### src/rtl/seq_detector_param.sv
// rtl/seq_detector_param.sv - parametrised Moore serial-pattern detector with runtime pattern load
//
// Purpose:
//   Shifts one bit per enabled clock from X into an N-bit history and
//   raises a registered match flag the cycle after the history equals the
//   pattern register. Matches are counted in a saturating counter. The
//   pattern can be reloaded at runtime, and OVERLAP selects whether the
//   history is kept (overlapping matches) or restarted after each match.
//
// Parameters:
//   N        pattern length in bits (N >= 2)
//   PATTERN  reset value of the pattern register, MSB is the first bit received
//   CW       match-counter width
//
// Ports:
//   CLK      rising-edge clock
//   RST      asynchronous active-high reset
//   X        serial data bit, sampled when EN=1
//   EN       sample enable
//   OVERLAP  1 = overlapping matches allowed, 0 = history restarts after a match
//   LOAD     synchronous pattern load strobe (has priority over EN)
//   PAT_IN   new pattern, captured when LOAD=1
//   CLR      synchronous clear of the match counter (wins over an increment)
//   Z        registered match flag
//   CNT      saturating match count
//   FILL     number of valid history bits, 0..N

module seq_detector_param #(
   parameter int             N       = 4,
   parameter logic [N-1:0]   PATTERN = 4'b1011,
   parameter int             CW      = 8
) (
   input  logic                       CLK,
   input  logic                       RST,
   input  logic                       X,
   input  logic                       EN,
   input  logic                       OVERLAP,
   input  logic                       LOAD,
   input  logic [N-1:0]               PAT_IN,
   input  logic                       CLR,
   output logic                       Z,
   output logic [CW-1:0]              CNT,
   output logic [$clog2(N+1)-1:0]     FILL
);

   localparam int             FW       = $clog2(N + 1);
   localparam logic [FW-1:0]  FILL_MAX = FW'(N);
   localparam logic [CW-1:0]  CNT_MAX  = {CW{1'b1}};

   // Occupancy lifecycle; kept alongside FILL so the "history full" test
   // does not need a magnitude compare on the counter.
   typedef enum logic [1:0] {
      S_EMPTY   = 2'd0,
      S_FILLING = 2'd1,
      S_FULL    = 2'd2
   } fill_state_t;

   fill_state_t      state;
   logic [N-1:0]     pat;
   logic [N-1:0]     hist;

   logic [N-1:0]     hist_next;
   logic [FW-1:0]    fill_next;
   logic             hit;
   logic [CW-1:0]    cnt_inc;

   // Candidate history/fill as if the current X were accepted. Once FULL the
   // fill saturates at N, so only the state is needed to pick the value.
   always_comb begin
      hist_next = {hist[N-2:0], X};
      fill_next = (state == S_FULL) ? FILL_MAX : (FILL + FW'(1));
      hit       = (fill_next == FILL_MAX) && (hist_next == pat);
      cnt_inc   = (CNT == CNT_MAX) ? CNT : (CNT + CW'(1));
   end

   always_ff @(posedge CLK or posedge RST) begin
      if (RST) begin
         pat   <= PATTERN;
         hist  <= '0;
         FILL  <= '0;
         state <= S_EMPTY;
         Z     <= 1'b0;
         CNT   <= '0;
      end else begin
         // Counter clear is independent of LOAD/EN; the match branch below
         // only increments when CLR is low, so clear wins on a collision.
         if (CLR) begin
            CNT <= '0;
         end

         if (LOAD) begin
            pat   <= PAT_IN;
            hist  <= '0;
            FILL  <= '0;
            state <= S_EMPTY;
            Z     <= 1'b0;
         end else if (EN) begin
            if (hit) begin
               Z <= 1'b1;
               if (!CLR) begin
                  CNT <= cnt_inc;
               end
               if (OVERLAP) begin
                  hist  <= hist_next;
                  FILL  <= FILL_MAX;
                  state <= S_FULL;
               end else begin
                  hist  <= '0;
                  FILL  <= '0;
                  state <= S_EMPTY;
               end
            end else begin
               Z     <= 1'b0;
               hist  <= hist_next;
               FILL  <= fill_next;
               state <= (fill_next == FILL_MAX) ? S_FULL : S_FILLING;
            end
         end else begin
            // Holding: a match already reported must not pulse again.
            Z <= 1'b0;
         end
      end
   end

endmodule

### config.mk
export PLATFORM = sky130hd
export DESIGN_NAME = seq_detector_param
export DESIGN_NICKNAME = d
export VERILOG_FILES = /design/src/rtl/seq_detector_param.sv
export SDC_FILE = /design/constraint.sdc
export NUM_CORES = 1
export LEC_CHECK = 0
export CAP_MARGIN = 30
export CORE_ASPECT_RATIO = 1.25
export CORE_MARGIN = 8
export CORE_UTILIZATION = 45
export CTS_CLUSTER_DIAMETER = 150
export DETAILED_ROUTE_END_ITERATION = 10
export GPL_ROUTABILITY_DRIVEN = 0
export MAX_ROUTING_LAYER = met4
export PLACE_DENSITY_LB_ADDON = 0.25
export SLEW_MARGIN = 5
export SYNTH_ARGS = -nofsm -noshare
export SYNTH_HDL_FRONTEND = slang
export SYNTH_SLANG_ARGS = --single-unit
### constraint.sdc
create_clock -name CLK -period 1.85 [get_ports CLK]
set_input_delay 0.37 -clock CLK [delete_from_list [all_inputs] [get_ports CLK]]
set_output_delay 0.37 -clock CLK [all_outputs]
set_load 0.02 [all_outputs]
==> results.md, run 1 <==
* Outcome: complete, but fails checks
* Violated checks: setup timing
* Netlist cell types at 35
* Period utilisation layout at 103%
* Setup Viol. Count Final at 4
* Final hold vios at 0
* Layout net count at 162
* Arrival time of the worst setup path at 2.13 ns
* Total track usage at 14.3%
* Crit Path Class: reg2reg
* Crit. End Element: register
* Worst-Margin Slew at 0.444 ns
* Clock share of power at 26.0%
* Largest delay share family, worst path: simple AND/OR/NAND/NOR gates
* Register share of total power at 57.8%
* Required @ worst endpoint at 2.08 ns
* Clock tree sinks at 21
* FF+latch count, synth at 21
* Rows at 20
* Mapped Area at 1110 µm²
* Initial drt markers at 16
* Gate power share at 16.2%
* Worst-path clk slew at 0.12 ns
* Max-cap check violation count at 0
* DR pass1 iterations at 4
* # DRC at 0
* CTS tree: done
* Int Pwr at 632 µW
* VDD IR-drop max at 0.454 mV
* I/O pin cnt at 23
* Non-filler cells, final at 181
* Final count of pins violating max slew at 0
* Vias per cell at 5.63
* Root buffer cell: clkbuf_4
* Ys async rst share at 100%
* Die area at 4310 µm²
* CTS Buf Count at 3
* Final ANT Viol Nets at 0
* Relative slew margins at 70.3%
* Via count at 1,019
* H-tree levels at 1
* Core area at 2380 µm²
* Most common library cells after synthesis: dfrtp_1 (18), a21oi_1 (8), nand2_1 (8), nand2b_1 (8), nor2_1 (8)
* Final critical-path setup slack at -0.0473 ns
* Fraction of layout cells with a size suffix above 1 at 31.8%
* Placed cell areas at 1500 µm²
* First-pass GRT wire length at 4710 µm
* Worst-path fanout max at 4
* # port buffers at 22
* Chip width at 60.4 µm
* Tmin final at 1.90 ns
* Yosys warns at 0
* RSZ-0062 raised after global routing: yes
* Worst-Skew Late Latency at 0.31 ns
* GR Overflow Total at 0
* Synthesis-to-finish area growth at 45.4%
* Vias in the first global route at 1,077
* R2R setup slack at -0.05 ns
* Fill cells at 188
* Die Height at 71.5 µm
* Syn Inst Count at 110
* CTS Hold Bufs at 0
* Max Buffers Root-to-Sink at 2
* Post-synth EDFFs at 0
* CP Cell Sequence: xor2_2 > nor4_4 > nand3_2 > or4_4 > a21oi_2
* Startpoint Class: register
* Max Clock Skew at 0.0110 ns
* Initial Util at 46.6%
* Wire length per cell at 16.1 µm
* DP Cell Count at 177
* Post-Route Utilization at 67.7%
* Max incr delay on CP at 0.58 ns
* Antenna violations before repair at 0
* Largest net degree at the start of global routing at 14
* Sequential element share of the synthesized area at 47.8%
* Top-count cell post-synth: dfrtp_1
* Buf/Inv on CP at 0
* Post-DP HPWL at 2100 µm
* Finished Cell Area at 1610 µm²
* Number of diodes at 0
* Final WL at 2910 µm
* Synth area leaders: dfrtp_1 (41%), dfstp_2 (7.1%), mux2_2 (5.1%), nand2b_1 (4.5%), a21oi_1 (3.6%)
* Net Sw Power at 222 µW
* Synth top area share at 40.7%
* Ys flop type: dfrtp_1
* Synth area leader: dfrtp_1
* Setup slack at placement at -0.407 ns
* Pwr per Cell Area at 530 nW/µm²
* Maximum clock frequency at 527 MHz
* Switch share at 26.0%
* Syn avg cell area at 10.1 µm²
* Worst hold path class: in2async
* Lkg Pwr at 0.000667 µW
* CP max-delay cell: dfstp_2
* Post-synth net total at 123
==> power groups by stage <==
stage | combinational (µW) | sequential [µW] | clock (µW)
finish | 139 | 494 | 222
global route | 151 | 496 | 248
CTS | 137 | 493 | 227
detailed placement | 135 | 502 | 0
global placement | 130 | 501 | 0
floorplan | 70.2 | 505 | 0
==> sequential cells by signal, indices dropped and copies added (netlist names) <==
signal,flops
CNT,8
pat,4
Z,1
hist,3
FILL,3
state,2
==> area by class of cell <==
cell class / count / area (µm²) / area share [%]
clock buffer: 3 / 22.5 / 1.40
clock inverter: 1 / 5.00 / 0.311
inverter: 3 / 11.3 / 0.699
multi-input combinational: 83 / 658 / 40.9
sequential: 21 / 532 / 33.0
tap: 33 / 41.3 / 2.56
timing repair buffer: 37 / 340 / 21.1
==> per-stage QoR <==
| step | hold WS (ns) | setup TNS (ns) | total power, µW |
|---|---|---|---|
| finish | 0.292 | -0.140 | 854 |
| global route | 0.331 | -0.680 | 895 |
| CTS | 0.311 | -0.0992 | 857 |
| detailed placement | 0.501 | -3.75 | 636 |
| global placement | 0.497 | -2.84 | 631 |
| floorplan | 0.344 | 0 | 575 |
==> routing by layer <==
metal | vias up | wire, µm | GRT usage [%]
met2 | 28 | 1510 | 23.2
met5 | - | 0 | -
met3 | 11 | 91 | 2.87
met4 | 0 | 85 | 7.45
li1 | 477 | - | -
met1 | 503 | 1220 | 15.9
==> kinds of logic after synthesis <==
group           Yosys count  share of synthesized area, %
xor+xnor                  5                          3.95
buf+inv                   6                          2.15
flops                    21                          47.8
mux                       6                          5.99
fa+ha+maj                 2                          2.26
compound gates           23                          13.8
simple gates             47                          24.1
==> worst paths after layout <==
kind | start | depth (start not counted) | end
worst max-delay path | pat[0]$_DFFE_PP1P_ | 5 | CNT[4]$_DFFE_PP0P_
worst min-delay path | RST | 2 | pat[2]$_DFFE_PP0P_
worst max register to register | pat[0]$_DFFE_PP1P_ | 5 | CNT[4]$_DFFE_PP0P_
worst min register to register | state[0]$_DFFE_PP0P_ | 2 | state[0]$_DFFE_PP0P_
max in group asynchronous | RST | 3 | FILL[1]$_DFFE_PP0P_
min in group CLK | X | 3 | hist[0]$_DFFE_PP0P_
==> what timing repair did <==
| action | CTS | global route |
|---|---|---|
| setup buffers | 0 | 0 |
| pin swaps | 4 | 7 |
| endpoints found under the setup margin | 5 | 9 |
| gates resized for setup | 6 | 11 |
==> cell usage in the layout (no fill, tap or decap), types with 2 or more instances in the layout <==
cell type,instances
a41oi_1,2
nand3_1,5
o31ai_1,2
nand3b_1,3
xor2_1,3
nor2_1,8
a21oi_1,5
a21oi_2,3
inv_1,3
a211oi_1,2
clkbuf_4,3
dfrtp_2,2
clkdlybuf4s50_1,19
mux2_2,5
dlymetal6s2s_1,3
nor3_1,4
dfstp_2,3
dfrtp_1,16
buf_4,15
nand2_1,7
nand2b_1,7
or4_4,3
Power figures use the tool's default switching activity.
==> run 2, diff against run 1 <==
Settings changed: CAP_MARGIN 30 to 20, SLEW_MARGIN 5 to unset.
==> results of run 2 <==
The final DEF is identical to that of run 1; final timing and power are the same.
